<file path="config.mk">
export PLATFORM = sky130hd
export DESIGN_NAME = regfile_seq
export DESIGN_NICKNAME = d
export VERILOG_FILES = /design/src/rtl/regfile_pkg.sv /design/src/rtl/regfile_seq_alu.sv /design/src/rtl/regfile_seq.sv
export SDC_FILE = /design/constraint.sdc
export NUM_CORES = 1
export LEC_CHECK = 0
export ABC_AREA = 1
export CELL_PAD_IN_SITES_DETAIL_PLACEMENT = 1
export CELL_PAD_IN_SITES_GLOBAL_PLACEMENT = 1
export CORE_AREA = 2 2 90 66
export CTS_BUF_LIST = sky130_fd_sc_hd__clkbuf_4 sky130_fd_sc_hd__clkbuf_8
export DETAILED_ROUTE_END_ITERATION = 8
export DIE_AREA = 0 0 92 68
export DONT_BUFFER_PORTS = 1
export PLACE_DENSITY = 0.74
export RECOVER_POWER = 100
export SETUP_SLACK_MARGIN = 0.2
export SLEW_MARGIN = 20
export SYNTH_ARGS = -nofsm -noshare
export SYNTH_HDL_FRONTEND = slang
export SYNTH_SLANG_ARGS = --single-unit
</file>
<file path="constraint.sdc">
create_clock -name CLK -period 4.4 [get_ports CLK]
set_input_delay 0.22 -clock CLK [delete_from_list [all_inputs] [get_ports CLK]]
set_output_delay 0.22 -clock CLK [all_outputs]
set_load 0.01 [all_outputs]
</file>
<file path="src/rtl/regfile_pkg.sv">
// Shared constants for the register-file command sequencer: widths, opcodes, FSM state encoding.
package regfile_pkg;

   localparam int REG_ADDR_W = 3;
   localparam int REG_DATA_W = 4;

   localparam logic [2:0] OP_LOAD = 3'b000;
   localparam logic [2:0] OP_MOV  = 3'b001;
   localparam logic [2:0] OP_ADD  = 3'b010;
   localparam logic [2:0] OP_SUB  = 3'b011;
   localparam logic [2:0] OP_AND  = 3'b100;
   localparam logic [2:0] OP_OR   = 3'b101;
   localparam logic [2:0] OP_XOR  = 3'b110;
   localparam logic [2:0] OP_SWAP = 3'b111;

   localparam logic [2:0] ST_IDLE   = 3'd0;
   localparam logic [2:0] ST_READ   = 3'd1;
   localparam logic [2:0] ST_EXEC   = 3'd2;
   localparam logic [2:0] ST_WRITE  = 3'd3;
   localparam logic [2:0] ST_WRITE2 = 3'd4;
   localparam logic [2:0] ST_FIN    = 3'd5;

endpackage

</file>
<file path="src/rtl/regfile_seq_alu.sv">
// Combinational result/flag logic for one sequencer command.
// Opcode 111 is SWAP when REGFILE_SEQ_SWAP_EN is defined, otherwise it is flagged illegal.
module regfile_seq_alu
   import regfile_pkg::*;
(
   input  logic [2:0] op,
   input  logic [3:0] a,
   input  logic [3:0] b,
   input  logic [3:0] imm,
   output logic [3:0] result,
   output logic       carry,
   output logic       zero,
   output logic       illegal
);

   logic [4:0] sum;
   logic [4:0] diff;

   assign sum  = {1'b0, a} + {1'b0, b};
   assign diff = {1'b0, a} - {1'b0, b};

   always_comb begin
      result  = '0;
      carry   = 1'b0;
      illegal = 1'b0;
      case (op)
         OP_LOAD: result = imm;
         OP_MOV:  result = a;
         OP_ADD:  begin result = sum[3:0];  carry = sum[4];  end
         OP_SUB:  begin result = diff[3:0]; carry = (a < b); end
         OP_AND:  result = a & b;
         OP_OR:   result = a | b;
         OP_XOR:  result = a ^ b;
         default: begin
`ifdef REGFILE_SEQ_SWAP_EN
            result  = a;
`else
            illegal = 1'b1;
`endif
         end
      endcase
   end

   // An illegal command reports all-zero flags, including ZERO.
   assign zero = !illegal && (result == '0);

endmodule

</file>
<file path="src/rtl/regfile_seq.sv">
// Command sequencer and sole master of an 8x4 two-read/one-write register file.
// Optional SWAP opcode is built when REGFILE_SEQ_SWAP_EN is defined.
module regfile_seq
   import regfile_pkg::*;
(
   input  logic       CLK,
   input  logic       CLRN,
   input  logic       CMD_VALID,
   output logic       CMD_READY,
   input  logic [2:0] CMD_OP,
   input  logic [2:0] CMD_DST,
   input  logic [2:0] CMD_SRCP,
   input  logic [2:0] CMD_SRCQ,
   input  logic [3:0] CMD_IMM,
   output logic [2:0] RP,
   output logic [2:0] RQ,
   input  logic [3:0] DATAP,
   input  logic [3:0] DATAQ,
   output logic [2:0] WA,
   output logic [3:0] LD_DATA,
   output logic       WR,
   output logic       DONE,
   output logic [3:0] RESULT,
   output logic       CARRY,
   output logic       ZERO,
   output logic       ERR,
   output logic [2:0] state_dbg
);

   // Handshake: a command is taken on a rising edge where CMD_VALID && CMD_READY;
   // CMD_READY is high only in IDLE, so CMD_VALID in any other state is ignored.
   logic [2:0] state;
   logic [2:0] op_r;
   logic [2:0] dst_r;
   logic [2:0] srcq_r;
   logic [3:0] imm_r;
   logic [3:0] res_r;
   logic       carry_r;
   logic       zero_r;
`ifdef REGFILE_SEQ_SWAP_EN
   logic [3:0] a_r;
`endif

   logic [3:0] alu_result;
   logic       alu_carry;
   logic       alu_zero;
   logic       alu_illegal;

   regfile_seq_alu u_alu (
      .op      (op_r),
      .a       (DATAP),
      .b       (DATAQ),
      .imm     (imm_r),
      .result  (alu_result),
      .carry   (alu_carry),
      .zero    (alu_zero),
      .illegal (alu_illegal)
   );

   assign state_dbg = state;

   always_ff @(posedge CLK) begin
      if (!CLRN) begin
         state     <= ST_IDLE;
         CMD_READY <= 1'b1;
         WR        <= 1'b0;
         DONE      <= 1'b0;
         RP        <= '0;
         RQ        <= '0;
         WA        <= '0;
         LD_DATA   <= '0;
         RESULT    <= '0;
         CARRY     <= 1'b0;
         ZERO      <= 1'b0;
         ERR       <= 1'b0;
         op_r      <= '0;
         dst_r     <= '0;
         srcq_r    <= '0;
         imm_r     <= '0;
         res_r     <= '0;
         carry_r   <= 1'b0;
         zero_r    <= 1'b0;
`ifdef REGFILE_SEQ_SWAP_EN
         a_r       <= '0;
`endif
      end else begin
         case (state)
            ST_IDLE: begin
               if (CMD_VALID) begin
                  op_r      <= CMD_OP;
                  dst_r     <= CMD_DST;
                  srcq_r    <= CMD_SRCQ;
                  imm_r     <= CMD_IMM;
                  // Read addresses hold from READ through FIN so DATAP/DATAQ stay stable.
                  RP        <= CMD_SRCP;
                  RQ        <= CMD_SRCQ;
                  CMD_READY <= 1'b0;
                  state     <= ST_READ;
               end
            end
            ST_READ: state <= ST_EXEC;
            ST_EXEC: begin
               res_r   <= alu_result;
               carry_r <= alu_carry;
               zero_r  <= alu_zero;
`ifdef REGFILE_SEQ_SWAP_EN
               a_r     <= DATAP;
`endif
               if (alu_illegal) begin
                  DONE   <= 1'b1;
                  RESULT <= '0;
                  CARRY  <= 1'b0;
                  ZERO   <= 1'b0;
                  ERR    <= 1'b1;
                  state  <= ST_FIN;
               end else begin
                  WR <= 1'b1;
                  if (op_r == OP_SWAP) begin
                     WA      <= RP;
                     LD_DATA <= DATAQ;
                  end else begin
                     WA      <= dst_r;
                     LD_DATA <= alu_result;
                  end
                  state <= ST_WRITE;
               end
            end
            ST_WRITE: begin
`ifdef REGFILE_SEQ_SWAP_EN
               if (op_r == OP_SWAP) begin
                  WR      <= 1'b1;
                  WA      <= srcq_r;
                  LD_DATA <= a_r;
                  state   <= ST_WRITE2;
               end else
`endif
               begin
                  WR     <= 1'b0;
                  DONE   <= 1'b1;
                  RESULT <= res_r;
                  CARRY  <= carry_r;
                  ZERO   <= zero_r;
                  ERR    <= 1'b0;
                  state  <= ST_FIN;
               end
            end
`ifdef REGFILE_SEQ_SWAP_EN
            ST_WRITE2: begin
               WR     <= 1'b0;
               DONE   <= 1'b1;
               RESULT <= res_r;
               CARRY  <= carry_r;
               ZERO   <= zero_r;
               ERR    <= 1'b0;
               state  <= ST_FIN;
            end
`endif
            ST_FIN: begin
               DONE      <= 1'b0;
               CMD_READY <= 1'b1;
               state     <= ST_IDLE;
            end
            default: begin
               WR        <= 1'b0;
               DONE      <= 1'b0;
               CMD_READY <= 1'b1;
               state     <= ST_IDLE;
            end
         endcase
      end
   end

endmodule
</file>
-- After elaboration in Yosys (flattened, before gate mapping)
Index checks and enable logic that the tools add are counted.
- flip-flop bits (word level): 42
- add/sub/neg operators: 2
- eq/ne operators: 14
- bitwise operators: 6
- muxes and demuxes: 19
- reduce and logical (&&, ||, !) cells: 15
- $lt $le $gt $ge: 1
- operators by type and width (kind ; number):
    case mux 4 bit (7 select lines) ; 1
    equality test 3 bit (second input constant) ; 5
    equality test 3 x 2 -> 1 bit (second input constant) ; 4
    case mux 1 bit (2 select lines) ; 6
    case mux 3 bit (4 select lines) ; 1
    AND reduction 2 bit ; 6
    2-to-1 mux 3 bit ; 3
    2-to-1 mux 4 bit ; 2
    case mux 4 bit (2 select lines) ; 1
    OR reduction 7 bit ; 1
    equality test 3 x 1 -> 1 bit (second input constant) ; 2
    zero test 3 bit ; 2
    inequality test 2 bit (second input constant) ; 3
    OR reduction 3 bit ; 2
    adder 4 x 4 -> 5 bit ; 1
    bitwise AND 4 bit ; 1
    zero test 4 bit ; 1
    less-than comparator 4 bit ; 1
    2-to-1 mux 1 bit ; 4
    OR 4 bit ; 1
    subtractor 4 bit ; 1
    XOR 4 bit ; 1
    NOT 1 bit ; 3
    case mux 1 bit (3 select lines) ; 1
    other kinds (3) ; 3

-- Longest topological paths before layout
Gate-level depths: netlist (run 1).
- depth in word-level cells: 4
- depth in mapped cells: 12
- gate-level depth less buffers: 12

-- Hierarchy
From an unflattened synthesis (run 1), not the netlist that was laid out.
- cells, all modules: 333
- area, all modules: 2466.1 µm²
- modules (own cells, without submodules) (module ; instances ; area each (µm²) ; cells each):
    regfile_seq ; 1 ; 1704.1 ; 220
    regfile_seq_alu ; 1 ; 762.0 ; 113

-- Least setup slack after synthesis (run 1)
Ideal clock, no wire load.
- path kind: input -> register
- start point: input DATAP[0]
- end point: register zero_r
- data required time: 4328 ps
- arrival time: 1468 ps
- stages: 11
- library setup time: 72 ps
- path slack: 2861 ps
- path buffers: 0
- cells stage by stage: inv_1 > ha_1 > fa_1 > inv_1 > nand2_1 > nand2_1 > nor2_1 > nand2_1 > nor2_1 > nand3_1 > a21oi_1
- longest elaborated chain between the ends: 4
- ends and longest elaborated chain (item ; RTL line ; text):
    from (decl) ; regfile_seq.sv:17 ; input logic [3:0] DATAP,
    subtractor 4 bit, or another cell as far along ; regfile_seq_alu.sv:20 ; assign diff = {1'b0, a} - {1'b0, b};
    case mux 4 bit (7 select lines) (*) ; regfile_seq_alu.sv:26 ; case (op)
    zero test 4 bit (*) ; regfile_seq_alu.sv:45 ; assign zero = !illegal && (result == '0);
    logical AND 1 bit (*) ; regfile_seq_alu.sv:45 ;
    to (signal assigned) ; regfile_seq.sv:105 ; zero_r <= alu_zero;
    to (decl) ; regfile_seq.sv:39 ; logic zero_r;
Every way passes the cells marked *; elsewhere a longest branch is shown, timed or not.
A chain may end at the register's enable or synchronous reset.

-- Worst setup path after layout (run 1)
- start point: register state[1], in the netlist state_dbg[1]
- end point: register op_r[2]
- longest elaborated chain between the ends: 2
- ends and longest elaborated chain (item ; RTL line ; text):
    from (decl) ; regfile_seq.sv:32 ; logic [2:0] state;
    from (signal assigned) ; regfile_seq.sv:64 ; state <= ST_IDLE;
    from (signal assigned) ; regfile_seq.sv:98 ; state <= ST_READ;
    from (signal assigned) ; regfile_seq.sv:101 ; ST_READ: state <= ST_EXEC;
    zero test 3 bit ; regfile_seq.sv:87 ; case (state)
    AND reduction 2 bit (no line) ; n/a ;
    to (signal assigned) ; regfile_seq.sv:76 ; op_r <= '0;
    to (signal assigned) ; regfile_seq.sv:90 ; op_r <= CMD_OP;
    to (decl) ; regfile_seq.sv:33 ; logic [2:0] op_r;
No other way between the ends.

==> impl_metrics.ini, run 1 <==
[timing]
min_period_ps = 2240
clock_skew_ps = 11.3
relSlewSlack = 0.495
slew_violations = 0
setup-tns-final_ps = 0
worst_pin_slew_ps = 754
finalCritPeriodShare = 0.510
fmax_mhz = 446
setup_violations = 0
hold_viol = 0
finalWorstSetupSlack_ps = 2160
rsz0062_at_grt = no

[global_routing]
grt_use_met1 = 0.257
grt_usage = 0.177
overflow = 0
gr-max-usage-layer = met1
met2_usage = 0.255
grt_start_max_net_pins = 24
grt_util_met3 = 0.0650
grt_pass1_vias = 1860
antenna_found_initial = 0
grt_first_pass_wirelength_mm = 8.80

[synthesis]
synth_edf_count = 0
seq_area_frac_synth = 0.398
synth.avg_cell_area_sq_um = 7.01
syn_area_sq_um = 2110
yosys.area.top_type = dfxtp_1
synthFlopType = dfxtp_1
yosysWarnings = 0
synth-seq-cells = 42
syn_inst = 301
synth_top_area_share = 0.398
yosys-top-cells-area = dfxtp_1 (40%), nor2_1 (10%), nand2_1 (9.4%)
synthesis.nets = 342
async_flop_share = 0
yosysUniqueCellTypes = 26

[clock_network]
cts_hold_buf = 0
cts_tree = done
cts.path.max_buffers = 2
clkSinkCount = 42
cts_buffers = 5
clock-root-buffer = clkbuf_8
htreeDepth = 2
cts_setup_buffers = 0
clk_pin_slew_ps = 80
clock_latency_ps = 290
ctsResizeCount = 0

[min_path]
holdPathStages = 2
hold_class = in2reg

[final_layout]
mostFrequentLayoutCells = nor2_1 (58), nand2_1 (55), dfxtp_1 (42)
antenna_cells = 0
finalNetCount = 339
fill_cells = 713
multi_input_area_sq_um = 1080
final_common_cell = nor2_1
seqCellArea_sq_um = 841
drive_gt1_frac = 0.0468
syn_to_final_growth_pct = 6.05

[power]
internal-power_mw = 0.599
p_per_area_nw_per_um2 = 392
sw_frac_of_total = 0.319
ir_worst_vdd_uv = 204
power.share.combinational = 0.187
seqPwrFrac = 0.515
p_leak_nw = 0.990
p_sw_mw = 0.280
pwr-share-clk = 0.297
p_total_mw = 0.878

[setup_path]
crit_type = reg2reg
cp_max_fo = 20
critical_path.startpoint_type = register
rr_worst_depth = 6
end_kind = register
worst_ep_arrival_time_ps = 2400
required_ps = 4550

[floorplanning]
die_h_um = 68
initial_core_util = 0.386
io_pins = 53
die_x_um = 92
placementRows = 23
core_area_sq_um = 5470
die-area_sq_um = 6260

[routing]
routed_wl_mm = 5.42
post_drt_wl_per_cell_um = 14.5
viasPerCell = 5.02
first_pass_iters = 4
ant_nets = 0
drc = 0
vias = 1878
drtIter0Drc = 74

[place]
gp_congestion = 0.794
port_buffers = 0
dp_slack_ps = 2210
dpl.hpwl_mm = 4.13

[job]
maxCapViolCount = 0

[run_status]
outcome = finished, final reports clean
## path summary, 6_finish.rpt
path	startpoint	slack (ps)	to
worst max-delay path	state_dbg[1]	2160	op_r[2]
worst min-delay path	CLRN	40	LD_DATA[0]
worst max register to register	state_dbg[1]	2160	op_r[2]
worst min register to register	imm_r[0]	450	imm_r[0]
## power by group through the flow
stage	logic [mW]	registers [mW]	clock network, mW
after floorplan	0.141	0.448	0
after global placement	0.162	0.460	0
after detailed placement	0.166	0.462	0
after CTS	0.168	0.453	0.266
after global routing	0.191	0.459	0.282
final	0.164	0.453	0.261
## worst max-delay path, stage by stage, from the launching register on
cell and delay (ps):
dfxtp_1 410, nor2_1 170, nand2_1 100, nor2_1 590, inv_1 470, o21ai_0 300
a21oi_1 60
## layout make-up
type / count / share of cell area
sequential: 42 / 0.376
clock buffer: 7 / 0.0402
clock inverter: 1 / 0.00224
multi-input combinational: 216 / 0.485
inverter: 33 / 0.0553
tap: 75 / 0.0419
## synthesized netlist by cell type, types with 2 or more instances
master,count
nor2_4,2
nor2_1,58
nand3_1,18
nand2_1,53
o21ai_0,25
inv_1,27
nand4_1,9
inv_2,5
ha_1,13
buf_2,2
a21oi_1,26
dfxtp_1,42
clkbuf_1,5
o21ai_1,4
## metal layers
metal	share of wire	up-vias	wire (um)
met2	0.39	43	2130
met4	0.0048	0	26
met3	0.070	4	378
li1	-	960	-
met5	0	-	0
met1	0.53	871	2890
## per-stage QoR
step           hold WS [ps]  cell area (sq um)   util  std cells
2_1_floorplan           355               2110      -        301
3_3_place_gp            327               2150  0.394        366
3_5_place_dp            329               2150  0.394        366
4_1_cts                28.9               2250  0.411        374
5_1_grt                32.0               2240  0.409        374
6_report               35.9               2240  0.409        374
## state kept, by name, indices dropped and copies added (netlist names), 3 cells and up
| register | count |
|---|---|
| RESULT | 4 |
| op_r | 3 |
| dst_r | 3 |
| LD_DATA | 4 |
| state_dbg | 3 |
| res_r | 4 |
| imm_r | 4 |
| RQ | 3 |
| WA | 3 |
| RP | 3 |
## kinds of logic (layout without fill, tap and decap cells)
kind of cell | after synthesis | after routing | synth area share
and+or+nand+nor | 144 | 144 | 0.291
AOI/OAI and AO/OA | 57 | 57 | 0.137
buffers and inverters | 43 | 41 | 0.0830
DFF | 42 | 42 | 0.398
adders and majority gates | 14 | 14 | 0.0865
xor gates and xnor gates | 1 | 1 | 0.00415
No activity file was read; power rests on OpenSTA's default activity.
==> run 2, diff against run 1 <==
PLACE_DENSITY = 0.77   (was 0.74)
clock period = 1.9 ns   (was 4.4 ns; I/O delays follow)
==> run 2 against run 1 <==
Routed wire length rose by 13%. Sequential power is 130% higher. Combinational power grew to 2.9 times the previous value. Non-clock buffer count increased by 21. Register-to-register slack lost 1900 ps. Largest power group unchanged. Clock skew down 6.3 ps. Sequential share of layout area down 3.4 points. Clock-buffer cell count is the same. Worst hold slack worse by 28 ps. Power up 140%. Critical endpoint is now RQ[1].
==> impl_metrics.ini, run 2 (synthesis results as in run 1) <==
[setup_path]
rr_startpoint = state_dbg[0]
worst_ep_arrival_time_ps = 1830
worst-r2r-setup-slack_ps = 260
crit_start = state_dbg[0]
rr_worst_depth = 6
cp_max_fo = 10
required_ps = 2090
critical_path.startpoint_type = register
endpoint = RQ[1]
crit_type = reg2reg
rr_endpoint = RQ[1]
end_kind = register

[global_routing]
grt_first_pass_wirelength_mm = 9.84
grt_usage = 0.202
antenna_found_initial = 0
grt_pass1_vias = 1989
grt_start_max_net_pins = 23
overflow = 0

[routing]
vias = 1988
first_pass_iters = 4
drc = 0
ant_nets = 0
post_drt_wl_per_cell_um = 15.4
drtIter0Drc = 106
routed_wl_mm = 6.10
viasPerCell = 5.01

[timing]
min_period_ps = 1640
fmax_mhz = 611
slew_violations = 0
setup-tns-final_ps = 0
finalCritPeriodShare = 0.862
hold_viol = 0
relSlewSlack = 0.528
clock_skew_ps = 4.99
worst_pin_slew_ps = 706
rsz0062_at_grt = yes
setup_violations = 0

[place]
dp_cells = 371
port_buffers = 0
dpl.hpwl_mm = 4.37
gp_congestion = 0.854

[clock_network]
cts_setup_buffers = 0
clock_latency_ps = 290
clkSinkCount = 42
cts_buffers = 5
clock-root-buffer = clkbuf_8
cts_tree = done
cts.path.max_buffers = 2
clk_pin_slew_ps = 80
htreeDepth = 2

[final_layout]
antenna_cells = 0
seqCellArea_sq_um = 841
final_common_cell = nor2_1
fin_cells = 397
syn_to_final_growth_pct = 16.5
drive_gt1_frac = 0.0714
final_core_util = 0.450
finalNetCount = 362
fill_cells = 708
mostFrequentLayoutCells = nor2_1 (57), nand2_1 (54), dfxtp_1 (42)
multi_input_area_sq_um = 1100

[floorplanning]
die-area_sq_um = 6260
placementRows = 23
die_x_um = 92
io_pins = 53
core_area_sq_um = 5470
die_h_um = 68
initial_core_util = 0.386

[power]
p_per_area_nw_per_um2 = 864
p_leak_nw = 1.07
ir_worst_vdd_uv = 391

[min_path]
hold_class = in2reg

[run_status]
outcome = finished, final reports clean

[job]
maxCapViolCount = 0
## run 2: stage by stage
| stage | cell area (sq um) | hold slack (ps) | setup slack (ps) | total power, mW |
|---|---|---|---|---|
| 3_5_place_dp | 2190 | 211 | 299 | 1.47 |
| 2_1_floorplan | 2110 | 230 | 486 | 1.36 |
| 4_1_cts | 2440 | 0.352 | 267 | 2.12 |
| 5_1_grt | 2460 | 20.3 | 133 | 2.26 |
| 3_3_place_gp | 2190 | 201 | 320 | 1.46 |
| 6_report | 2460 | 7.78 | 263 | 2.13 |
## run 2: cell type report
cell class | count | area share
Multi-Input combinational cell | 216 | 0.447
Sequential cell | 42 | 0.342
Timing Repair Buffer | 21 | 0.0789
Inverter | 33 | 0.0509
Tap cell | 75 | 0.0382
Clock buffer | 7 | 0.0366
Timing Repair inverter | 2 | 0.00407
Clock inverter | 1 | 0.00204
## run 2: worst min-delay path by stage
stage	from	end	slack, ps	cells past startpoint
2_1_floorplan	CMD_DST[0]	dst_r[0]	230	2
3_5_place_dp	CLRN	LD_DATA[0]	210	2
3_3_place_gp	CLRN	LD_DATA[0]	200	2
5_1_grt	CMD_OP[1]	op_r[1]	20	2
6_report	CMD_OP[0]	op_r[0]	8	2
4_1_cts	CMD_VALID	CMD_READY	0.4	3
## run 2: power breakdown
group / internal, mW / leakage (nW) / switching, mW / total [mW]
registers: 0.957 / 0.343 / 0.0743 / 1.03
logic: 0.159 / 0.680 / 0.314 / 0.473
clock network: 0.308 / 0.0517 / 0.312 / 0.620
total: 1.42 / 1.07 / 0.701 / 2.13
## run 2: worst max-delay path: stages, from the launching register on
cell,delay (ps)
dfxtp_1,390
inv_1,150
nand2_1,130
nor2_4,190
clkinvlp_2,400
nor2_1,210
nor2_1,60
## run 2: repair_timing
| item | in CTS | in global routing |
|---|---|---|
| endpoints found under the hold margin | 22 | 1 |
| setup endpoints to repair | 0 | 13 |
| hold buffers | 15 | 1 |
| resized for setup | 0 | 7 |
## run 2: routing by layer
layer,share of wire,up-vias,track usage
met1,0.51,927,0.283
met5,0,-,0
met3,0.050,6,0.0518
li1,-,1010,-
met4,0.0044,0,0.0392
met2,0.43,45,0.319
==> run 3, diff against run 2 <==
CORE_AREA = 2 2 97 71   (was 2 2 90 66)
DIE_AREA = 0 0 99 73   (was 0 0 92 68)
PLACE_DENSITY = 0.76   (was 0.77)
SYNTH_HIERARCHICAL = 1   (was unset)
==> run 3 against run 2 <==
Setup slack better by 14 ps. Clock-buffer cell count unchanged. Critical path type unchanged. Routed wire length is 4.4% higher. Cell area rose by 13%. Largest cell class unchanged. Worst hold slack better by 69 ps. Clock skew is 1.5 ps lower. Flip-flop and latch count unchanged. Utilization down 1.7 points. Power rose by 2.1%.
==> impl_metrics.ini, run 3 <==
[power]
sw_frac_of_total = 0.326
p_per_area_nw_per_um2 = 783
power.share.combinational = 0.243
ir_worst_vdd_uv = 359
internal-power_mw = 1.46
seqPwrFrac = 0.480
pwr-share-clk = 0.276
p_leak_nw = 1.17
p_sw_mw = 0.708

[timing]
hold_viol = 0
min_period_ps = 1620
slew_violations = 0
clock_skew_ps = 3.53
setup-tns-final_ps = 0
fmax_mhz = 616
worst_pin_slew_ps = 741
setup_violations = 0
relSlewSlack = 0.505
finalCritPeriodShare = 0.854
rsz0062_at_grt = yes

[global_routing]
antenna_found_initial = 0
grt_usage = 0.189
overflow = 0
grt_first_pass_wirelength_mm = 11.0
grt_pass1_vias = 2308
grt_start_max_net_pins = 23

[synthesis]
synth.avg_cell_area_sq_um = 7.41
synth-seq-cells = 42
synthFlopType = dfxtp_1
synth_edf_count = 0
yosys-top-cells-area = dfxtp_1 (34%), nand2_1 (11%), ha_1 (6.1%)
yosysUniqueCellTypes = 32
synth_top_area_share = 0.341
async_flop_share = 0
yosysWarnings = 6
yosysMostFrequentCell = nand2_1
yosys-top-cells-count = nand2_1 (70), dfxtp_1 (42), inv_1 (37)
yosys.area.top_type = dfxtp_1
seq_area_frac_synth = 0.341
syn_inst = 333
syn_area_sq_um = 2470
synthesis.nets = 374

[min_path]
hold_class = in2reg
holdPathStages = 4

[setup_path]
end_kind = register
critical_path.startpoint_type = register
cp_slowest_stage_delay_ps = 370
path_depth = 10
required_ps = 2090
path_buf_inv = 1
rr_worst_depth = 10
slowest_stage = dfxtp_2
cp_max_fo = 18
path_delay_family = simple AND/OR/NAND/NOR gates
worst_ep_arrival_time_ps = 1810
crit_type = reg2reg
path_cells = buf_8, nand2_1, nor2_1, nand3_2, nand3_1, nor2_4, nand3_2, nor2_2, o21ai_0, nor2_1

[floorplanning]
die_h_um = 73
core_area_sq_um = 6410
io_pins = 53
initial_core_util = 0.385
die-area_sq_um = 7230
placementRows = 25
die_x_um = 99

[clock_network]
clock_latency_ps = 290
clock-root-buffer = clkbuf_8
cts.path.max_buffers = 2
cts_tree = done
clk_pin_slew_ps = 80
cts_buffers = 5
clkSinkCount = 42
htreeDepth = 2

[routing]
routed_wl_mm = 6.37
vias = 2193
viasPerCell = 5.04
post_drt_wl_per_cell_um = 14.6
drc = 0
ant_nets = 0
drtIter0Drc = 90
first_pass_iters = 4

[final_layout]
final_core_util = 0.432
fill_cells = 806
mostFrequentLayoutCells = nand2_1 (78), dfxtp_1 (40), inv_1 (37)
antenna_cells = 0
finalNetCount = 394
seqCellArea_sq_um = 843
drive_gt1_frac = 0.155
final_common_cell = nand2_1
syn_to_final_growth_pct = 12.4
multi_input_area_sq_um = 1310

[place]
gp_congestion = 0.868
dpl.hpwl_mm = 4.78
port_buffers = 0

[job]
maxCapViolCount = 0

[run_status]
outcome = finished, final reports clean
run 3: cells by family after synthesis:
logic type | synth area share
fa+ha+maj | 0.0771
xor+xnor | 0.00355
flops | 0.341
simple gates | 0.341
buf+inv | 0.114
compound gates | 0.123
run 3: final cells by class:
cell class,instances,area share
timing repair buffer,27,0.0894
inverter,44,0.0614
multi-input combinational,233,0.474
sequential,42,0.304
clock inverter,1,0.00181
tap,81,0.0366
clock buffer,7,0.0325
run 3: worst paths after layout:
| path | start | to | slack (ps) |
|---|---|---|---|
| max | op_r[1] | zero_r | 280 |
| min | DATAQ[2] | LD_DATA[2] | 80 |
| max reg2reg | op_r[1] | zero_r | 280 |
| min reg2reg | res_r[0] | RESULT[0] | 470 |
run 3: metrics by stage:
stage | cell area, sq um | instances | power (mW) | hold WS, ps | setup slack, ps
after floorplan | 2470 | 333 | 1.47 | 231 | 326
after global placement | 2530 | 409 | 1.56 | 169 | 230
after detailed placement | 2530 | 409 | 1.57 | 169 | 196
after CTS | 2800 | 435 | 2.21 | 69.3 | 278
after global routing | 2770 | 435 | 2.32 | 91.1 | 122
final | 2770 | 435 | 2.17 | 76.9 | 278
run 3: metal layers:
| layer | routed length, um | track usage | part of all wire | up-vias |
|---|---|---|---|---|
| li1 | - | - | - | 1109 |
| met4 | 53 | 0.0441 | 0.0083 | 0 |
| met5 | 0 | 0 | 0 | - |
| met1 | 2930 | 0.240 | 0.46 | 1031 |
| met3 | 348 | 0.0536 | 0.055 | 7 |
| met2 | 3040 | 0.321 | 0.48 | 46 |
run 3: worst reg2reg max path: stages, from the launching register on:
cell and delay [ps]:
dfxtp_2 370, buf_8 180, nand2_1 70, nor2_1 280
nand3_2 100, nand3_1 140, nor2_4 60, nand3_2 70
nor2_2 30, o21ai_0 150, nor2_1 50
run 3: timing repair:
action / in CTS / in global routing
endpoints found under the setup margin: 0 / 7
gates resized for setup: 0 / 6
hold endpoints to repair: 26 / 0
buffers inserted: 0 / 0
hold buffers: 18 / 0
run 3: power by group through the flow:
stage | Combinational (mW) | Sequential [mW] | Clock (mW)
6_report | 0.528 | 1.04 | 0.599
5_1_grt | 0.605 | 1.05 | 0.661
4_1_cts | 0.545 | 1.04 | 0.627
3_5_place_dp | 0.508 | 1.06 | 0
3_3_place_gp | 0.495 | 1.06 | 0
2_1_floorplan | 0.430 | 1.04 | 0
